## src/rtl/gex_pkg.sv

```systemverilog
// rtl/gex_pkg.sv - shared fixed-point widths, limits and state encoding for gex paths
package gex_pkg;
    localparam int DEF_INTEGER_WIDTH   = 32;
    localparam int DEF_DATA_WIDTH_FRAC = 32;
    localparam int DEF_DATA_WIDTH      = DEF_INTEGER_WIDTH + DEF_DATA_WIDTH_FRAC;

    localparam logic [DEF_DATA_WIDTH-1:0] GEX_MAX = {1'b0, {(DEF_DATA_WIDTH-1){1'b1}}};

    typedef enum logic [1:0] {
        IDLE  = 2'd0,
        ACCUM = 2'd1,
        DONE  = 2'd2
    } gex_state_e;
endpackage

```

## src/rtl/gex_sat_adder.sv

```systemverilog
// rtl/gex_sat_adder.sv - combinational saturating adder clamping to [0, max positive]
module gex_sat_adder
    import gex_pkg::*;
#(
    parameter int WIDTH = DEF_DATA_WIDTH
) (
    input  logic [WIDTH-1:0] a,
    input  logic [WIDTH-1:0] b,
    output logic [WIDTH-1:0] sum,
    output logic             sat
);
    logic [WIDTH:0] wide;

    // One extra bit holds the exact signed sum of two WIDTH-bit operands.
    always_comb begin
        wide = {a[WIDTH-1], a} + {b[WIDTH-1], b};
        sum  = wide[WIDTH-1:0];
        sat  = 1'b0;
        if (wide[WIDTH]) begin
            sum = '0;
            sat = 1'b1;
        end else if (wide[WIDTH-1]) begin
            sum = {1'b0, {(WIDTH-1){1'b1}}};
            sat = 1'b1;
        end
    end
endmodule

```

## src/rtl/gex_accumulate_unit.sv

```systemverilog
// rtl/gex_accumulate_unit.sv - per-timestep saturating accumulation of synaptic weights into gex
module gex_accumulate_unit
    import gex_pkg::*;
#(
    parameter int INTEGER_WIDTH   = DEF_INTEGER_WIDTH,
    parameter int DATA_WIDTH_FRAC = DEF_DATA_WIDTH_FRAC,
    parameter int DATA_WIDTH      = INTEGER_WIDTH + DATA_WIDTH_FRAC,
    parameter int COUNT_WIDTH     = 16
) (
    input  logic                   clk,
    input  logic                   rst_n,
    input  logic                   start,
    input  logic [DATA_WIDTH-1:0]  gex_in,
    input  logic [DATA_WIDTH-1:0]  weight,
    input  logic                   weight_valid,
    input  logic                   weight_last,
    output logic                   weight_ready,
    output logic [DATA_WIDTH-1:0]  gex_out,
    output logic                   out_valid,
    input  logic                   out_ready,
    output logic [COUNT_WIDTH-1:0] event_count,
    output logic                   saturated
);
    gex_state_e             state_q, state_d;
    logic [DATA_WIDTH-1:0]  acc_q;
    logic [COUNT_WIDTH-1:0] cnt_q;
    logic                   sat_q;

    logic [DATA_WIDTH-1:0]  add_a, add_b, add_sum;
    logic                   add_sat;
    logic                   load, beat;

    assign load = (state_q == IDLE) && start;
    assign beat = (state_q == ACCUM) && weight_valid;

    // In IDLE the adder computes 0 + gex_in, which doubles as the load clamp.
    assign add_a = (state_q == IDLE) ? '0 : acc_q;
    assign add_b = (state_q == IDLE) ? gex_in : weight;

    gex_sat_adder #(.WIDTH(DATA_WIDTH)) u_sat_adder (
        .a   (add_a),
        .b   (add_b),
        .sum (add_sum),
        .sat (add_sat)
    );

    always_comb begin
        state_d = state_q;
        case (state_q)
            IDLE:    if (start) state_d = ACCUM;
            ACCUM:   if (beat && weight_last) state_d = DONE;
            DONE:    if (out_ready) state_d = IDLE;
            default: state_d = IDLE;
        endcase
    end

    always_ff @(posedge clk or negedge rst_n) begin
        if (!rst_n) begin
            state_q <= IDLE;
            acc_q   <= '0;
            cnt_q   <= '0;
            sat_q   <= 1'b0;
        end else begin
            state_q <= state_d;
            if (load) begin
                acc_q <= add_sum;
                cnt_q <= '0;
                sat_q <= add_sat;
            end else if (beat) begin
                acc_q <= add_sum;
                if (cnt_q != {COUNT_WIDTH{1'b1}}) begin
                    cnt_q <= cnt_q + COUNT_WIDTH'(1);
                end
                sat_q <= sat_q | add_sat;
            end
        end
    end

    assign weight_ready = (state_q == ACCUM);
    assign out_valid    = (state_q == DONE);
    assign gex_out      = acc_q;
    assign event_count  = cnt_q;
    assign saturated    = sat_q;
endmodule

```

## config.mk

```make
export PLATFORM = sky130hd
export DESIGN_NAME = gex_accumulate_unit
export DESIGN_NICKNAME = d
export VERILOG_FILES = /design/src/rtl/gex_pkg.sv /design/src/rtl/gex_sat_adder.sv /design/src/rtl/gex_accumulate_unit.sv
export SDC_FILE = /design/constraint.sdc
export NUM_CORES = 1
export LEC_CHECK = 0
export BUFFER_PORTS_ARGS = -buffer_cell sky130_fd_sc_hd__buf_4
export CORE_UTILIZATION = 56
export DETAILED_ROUTE_END_ITERATION = 16
export GPL_TIMING_DRIVEN = 0
export HOLD_SLACK_MARGIN = 0.15
export PLACE_DENSITY = 0.85
export SYNTH_ARGS = -nofsm -noshare
export SYNTH_HDL_FRONTEND = slang
export SYNTH_HIERARCHICAL = 1
export SYNTH_SLANG_ARGS = --single-unit
```

## constraint.sdc

```tcl
create_clock -name clk -period 4.65 [get_ports clk]
set_clock_uncertainty 0.2 [all_clocks]
set_input_delay 0.465 -clock clk [delete_from_list [all_inputs] [get_ports clk]]
set_output_delay 0.465 -clock clk [all_outputs]
set_load 0.01 [all_outputs]
```

==> results of run 1 <==
==> metrics by stage <==
step / utilization, % / instance area, um2 / TNS (ps)
2_1_floorplan: - / 8920 / 0
3_3_place_gp: 70.3 / 10800 / -70500
3_5_place_dp: 70.3 / 10800 / -78070
4_1_cts: 73.0 / 11200 / 0
5_1_grt: 74.0 / 11400 / -106
6_report: 74.0 / 11400 / 0
==> cell type report <==
type / instances / share of cell area (%)
clock inverters: 6 / 0.484
multi-input cells: 993 / 57.8
plain buffers: 65 / 3.59
repair buffers: 223 / 14.7
well taps: 211 / 2.32
clock buffers: 10 / 2.10
flip-flops and latches: 83 / 18.3
inverters: 21 / 0.693
==> worst max-delay path: cells and delay by family, from the launching register on <==
kind / cells / cell delay [ps]
mux: 1 / 360
compound gates: 6 / 1130
fa+ha+maj: 1 / 380
buf+inv: 2 / 390
flops: 1 / 450
simple gates: 7 / 1490
==> synthesized netlist by cell type (all sizes together), types with 8 or more instances <==
library cell,instances
xnor2,27
nor2,41
o211ai,8
nor2b,69
ha,65
buf,32
xor2,32
o31ai,9
o21bai,13
dfrtp,83
a31oi,11
inv,21
and3,9
a21o,31
a21oi,147
o311ai,10
mux2,64
clkbuf,35
nand3,14
nand2,265
nand4,27
a211oi,8
o21ai,53
nor3,11
==> how the worst max path moves through the flow <==
| stage | start | end | slack, ps | cells after the start |
|---|---|---|---|---|
| floorplan | state_q[1] | gex_out[1] | 360 | 18 |
| global placement | state_q[1] | gex_out[51] | -1150 | 19 |
| detailed placement | state_q[1] | gex_out[1] | -1280 | 19 |
| CTS | state_q[1] | gex_out[34] | 2 | 19 |
| global route | state_q[1] | gex_out[45] | -30 | 18 |
| finish | state_q[1] | gex_out[58] | 140 | 17 |
==> repair_timing <==
item,in CTS,in global routing
setup endpoints to repair,64,64
pin swaps,3,6
gates cloned,0,1
buffers inserted,4,3
gates resized for setup,26,43
==> registers in the layout, indices dropped and copies added, names as in the netlist <==
register     flops
gex_out         64
event_count     16
state_q          2
saturated        1
==> layer usage <==
metal  track usage, %  vias to the layer above  wire, um
li1                 -                     4620         -
met4             10.9                        0       610
met1             43.9                     4493     11600
met2             50.7                      491     12300
met5                0                        -         0
met3             4.76                       52      2220
==> logic make-up (layout without fill, tap and decap cells) <==
family,after synthesis,count (layout),synth area share (%)
buffers and inverters,88,325,4.66
adder cells (fa/ha/maj),66,66,9.34
flip-flops,83,83,23.3
multiplexers,66,66,8.30
XOR/XNOR,59,59,6.00
AO/OA/AOI/OAI,332,333,23.5
AND/OR/NAND/NOR,468,468,24.9
other,1,1,0.0420
==> power groups by stage <==
stage	Combinational, W	Clock (W)	Sequential (W)
after CTS	0.00755	0.000748	0.00129
after detailed placement	0.00730	0	0.00130
after global placement	0.00719	0	0.00129
after floorplan	0.00530	0	0.00138
after global routing	0.00868	0.000778	0.00133
final	0.00796	0.000744	0.00129
==> cells in the final DEF (no fill, tap or decap), types with 3 or more instances in the layout <==
cell type  instances
nand2_1          265
nor2b_1           69
or2_1              3
o211ai_1           8
clkbuf_2           3
nand3_1           12
o31ai_1            8
clkbuf_16          9
o21a_1             6
dfrtp_1           82
a21oi_1          140
nand4_1           25
nor2_1            39
inv_1             21
a21oi_2            7
o21bai_1          12
nor3_1            10
buf_4            228
and3_1             9
o21ai_2            4
o21ai_1            8
and4_1             3
a31oi_1           10
a211oi_1           6
o311ai_1           7
nand2b_1           6
a21o_1            31
or3_1              3
or4_1              6
ha_1              62
inv_6              4
buf_2             11
xor2_1            31
o221ai_1           3
mux2_2            64
buf_6             15
o21ai_0           40
xnor2_1           27
a211o_1            3
clkbuf_1          29
==> flow_summary.ini, run 1 <==
[worst_setup_path]
worstPathArrival_ps = 4560
crit_path_max_incr_delay_ps = 520
end_kind = register
critPathSlowestCell = or4_1
ff2ff_path_depth = 17
rr_endpoint = gex_out[58]
worstPathMaxFanout = 10
rr_startpoint = state_q[1]
worstPathCellList = nor2_4 > buf_8 > buf_4 > mux2_2 > ha_1 > a21oi_2 > o21ai_0 > a41o_1 > or4_1 > nor2_1 > o32a_1 > o21ai_1 > or4_1 > nand4_1 > a21oi_1 > nand2_1 > nand2_1
critical_path.startpoint_type = register
crit_type = register to register
r2r_slack_ps = 140
worstPathRequired_ps = 4700

[global_route]
grt_max_degree = 84
gr-total-overflow = 0
grt_pass1_wl_mm = 42.2
grt_usage_pct = 31.8
grt_pass1_vias = 8745
antenna_found_initial = 0

[cts]
insertion_delay_ps = 350
cts.sinks = 83
cts-buffers-inserted = 9
h-tree-depth = 3
clk_pin_slew_ps = 70
clockBufferDepth = 2
root_buffer = clkbuf_16
cts_hold_buf = 0
tritoncts = built

[timing]
tightest_slew_ps = 1080
rsz0062_at_grt = yes
max-slew-margin-rel_pct = 27.8
fin_crit_sh_pct = 97.0
setup_violations = 0
setup_ws_ps = 140
hold_viol = 0
final_max_slew_viol_count = 0
whs_ps = 116
fmax_mhz = 222
final.min_clock_period_ps = 4510

[synthesis]
synthDistinctLibCells = 76
synth_area_leaders = dfrtp_1 23%, nand2_1 11%, ha_1 9.1%
async_reset_ff_share_pct = 100
syn-num-nets = 1363
yosys.area.top_type = dfrtp_1
synth_area_per_cell_um2 = 7.67
syn_area_um2 = 8920
synth_edf_count = 0
seq_area_frac_synth_pct = 23.3
synth.top_cell.area_share_pct = 23.3
synth-seq-cells = 83
yosys_warnings = 6
syn_inst = 1163
synthFlopType = dfrtp_1

[floorplan]
core_um2 = 15400
num_io_pins = 217
placementRows = 45
dieArea_um2 = 16400
die_w_um = 128
die_h_um = 128
start_util_pct = 58.0

[placement]
dp_hpwl_mm = 19.8
io_buffers = 216
dp_slack_ps = -1280
dp_cells = 1590
place_congestion = 0.953

[power]
cellPowerDensity_nw_per_um2 = 879
pwr-share-seq_pct = 12.9
switching_power_w = 0.00524
p_clk_share_pct = 7.4
internal-power_w = 0.00476
power.share.switching_pct = 52.4
power_leakage_nw = 5.49
vdd_drop_max_v = 0.000448
power_w = 0.0100
p_comb_share_pct = 79.6

[drt]
dr.pass1.iters = 6
vias = 9656
drc_errors = 0
routed_wl_mm = 26.6
post_drt_wl_per_cell_um = 16.5
drtIter0Drc = 992
vias_per_cell = 5.99
ant_nets = 0

[layout]
fin_cells = 1612
nFillCells = 1198
register_area_um2 = 2080
area_growth_pct = 27.5
final_nets = 1596
layout-drive-gt1-share_pct = 27.3
antennaDiodeCount = 0
multi_input_area_um2 = 6580

[job]
max_cap_viol_count = 0

[outcome]
outcome = finished clean

[worst_hold_path]
hold_path_class = input pin to asynchronous set/reset pin
(Power assumes the default switching activity.)
==> run 2: changes to the inputs <==
Settings changed: CORE_UTILIZATION 56 to 50, PLACE_DENSITY 0.85 to 0.8.
Clock period 4.65 ns to 3.8 ns, I/O delays scaled along.
==> run 2 against run 1 <==
Against the previous run:
- the flow now finishes with violations (negative setup slack)
- flip-flop and latch count stayed put
- non-clock buffer count is 49 higher
- fmax is 2.5% higher
- via count is 3.6% higher
- critical path type unchanged
- highest routed layer unchanged
==> flow_summary.ini, run 2 (synthesis gave the netlist of run 1 again) <==
[timing]
hold_viol = 0
rsz0062_at_grt = yes
final.min_clock_period_ps = 4400
tightest_slew_ps = 1130
max-slew-margin-rel_pct = 24.4
fin_crit_sh_pct = 116
finalSetupTns_ps = -35780
setup_ws_ps = -601
setup_violations = 64
fmax_mhz = 227
final_max_slew_viol_count = 0

[placement]
dp_hpwl_mm = 20.5
dp_cells = 1604
dp_slack_ps = -1200
place_congestion = 0.921
io_buffers = 216

[drt]
vias_per_cell = 5.98
ant_nets = 0
routed_wl_mm = 30.4
post_drt_wl_per_cell_um = 18.1
vias = 10000
drc_errors = 0
drtIter0Drc = 792
dr.pass1.iters = 6

[worst_setup_path]
critical_path.startpoint_type = register
worstPathArrival_ps = 4440
crit_type = register to register
worstPathRequired_ps = 3840
end_kind = register
worstPathMaxFanout = 10

[worst_hold_path]
hold_path_class = register to register

[layout]
finish.utilization_pct = 74.8
largest_reg_flops = 64
fin_cells = 1674
layout_commonest_cell = nand2_1
multi_input_area_um2 = 7430
nFillCells = 1251
area_growth_pct = 45.4
final_nets = 1645
antennaDiodeCount = 0
layout_common_cells = 262 x nand2_1, 260 x buf_4, 81 x dfrtp_1
layout-drive-gt1-share_pct = 38.2
register_area_um2 = 2080

[global_route]
grt_pass1_wl_mm = 46.7
grt_pass1_vias = 9419
gr-total-overflow = 0
grt_max_degree = 84
antenna_found_initial = 0
grt_usage_pct = 31.9

[outcome]
outcome = complete, but fails checks
violations = negative setup slack

[floorplan]
num_io_pins = 217
die_w_um = 136
die_h_um = 136
core_um2 = 17400
dieArea_um2 = 18400
start_util_pct = 51.4
placementRows = 48

[job]
max_cap_viol_count = 0

[cts]
root_buffer = clkbuf_16
tritoncts = built
cts-buffers-inserted = 9
clk_pin_slew_ps = 70
insertion_delay_ps = 360
cts.sinks = 83
h-tree-depth = 3
clockBufferDepth = 2
## run 2: changes by cell type in the layout (fill, tap and decap cells not counted), sizes merged
cell,delta
dlygate4sd3,+4
clkinvlp,+1
clkbuf,-5
clkinv,+1
buf,+51
inv,-4
## run 2: path summary, 6_finish.rpt
kind,start,endpoint,slack (ps),depth (start not counted)
setup / recovery,state_q[0],gex_out[14],-600,20
hold / removal,gex_out[2],gex_out[2],290,2
setup reg to reg,state_q[0],gex_out[14],-600,20
hold reg to reg,gex_out[2],gex_out[2],290,2
max in group asynchronous,rst_n,state_q[1],2010,2
min in group asynchronous,rst_n,gex_out[2],580,2
## run 2: repair_timing
item	4_1_cts	5_1_grt
endpoints found under the hold margin	85	0
hold buffers	4	0
gates resized for setup	148	54
buffers inserted	48	3
setup endpoints to repair	64	64
pin swaps	63	50
gates cloned	9	3
## run 2: layer usage
layer	global-route usage, %	vias up	wire length (um)
li1	-	4705	-
met1	41.5	4709	12900
met2	52.5	505	14300
met3	5.39	88	2190
met4	12.3	0	1010
met5	0	-	0
## run 2: critical path: stages (launching register included)
cell	delay (ps)
dfrtp_2	430
nor2_4	220
clkbuf_16	200
buf_4	190
mux2_2	360
ha_1	280
clkbuf_2	190
a21oi_1	210
nor2_1	70
a211oi_2	310
o21ai_0	160
a31oi_1	200
o21ai_1	100
a31o_4	230
a21oi_4	190
xor2_4	210
buf_12	190
buf_8	150
a21oi_1	90
nand2_1	70
nand2_1	40
## run 2: cell type report
cell class                 count  area share, %
buffer                        55           3.78
multi-input combinational    993           57.3
timing repair buffer         282           17.9
clock inverter                 4          0.260
clock buffer                  11           1.95
inverter                      21          0.608
sequential                    83           16.0
tap                          225           2.17
## run 2: stage by stage
| stage | instance area [um2] | hold WS (ps) |
|---|---|---|
| final | 13000 | 293 |
| after global routing | 13000 | 319 |
| after detailed placement | 11200 | 280 |
| after CTS | 12700 | 295 |
| after global placement | 11200 | 279 |
| after floorplan | 9330 | -116 |
Power of run 2 is not shown: default switching activity piles up to over one toggle a cycle in this logic, so the estimate is an artifact.
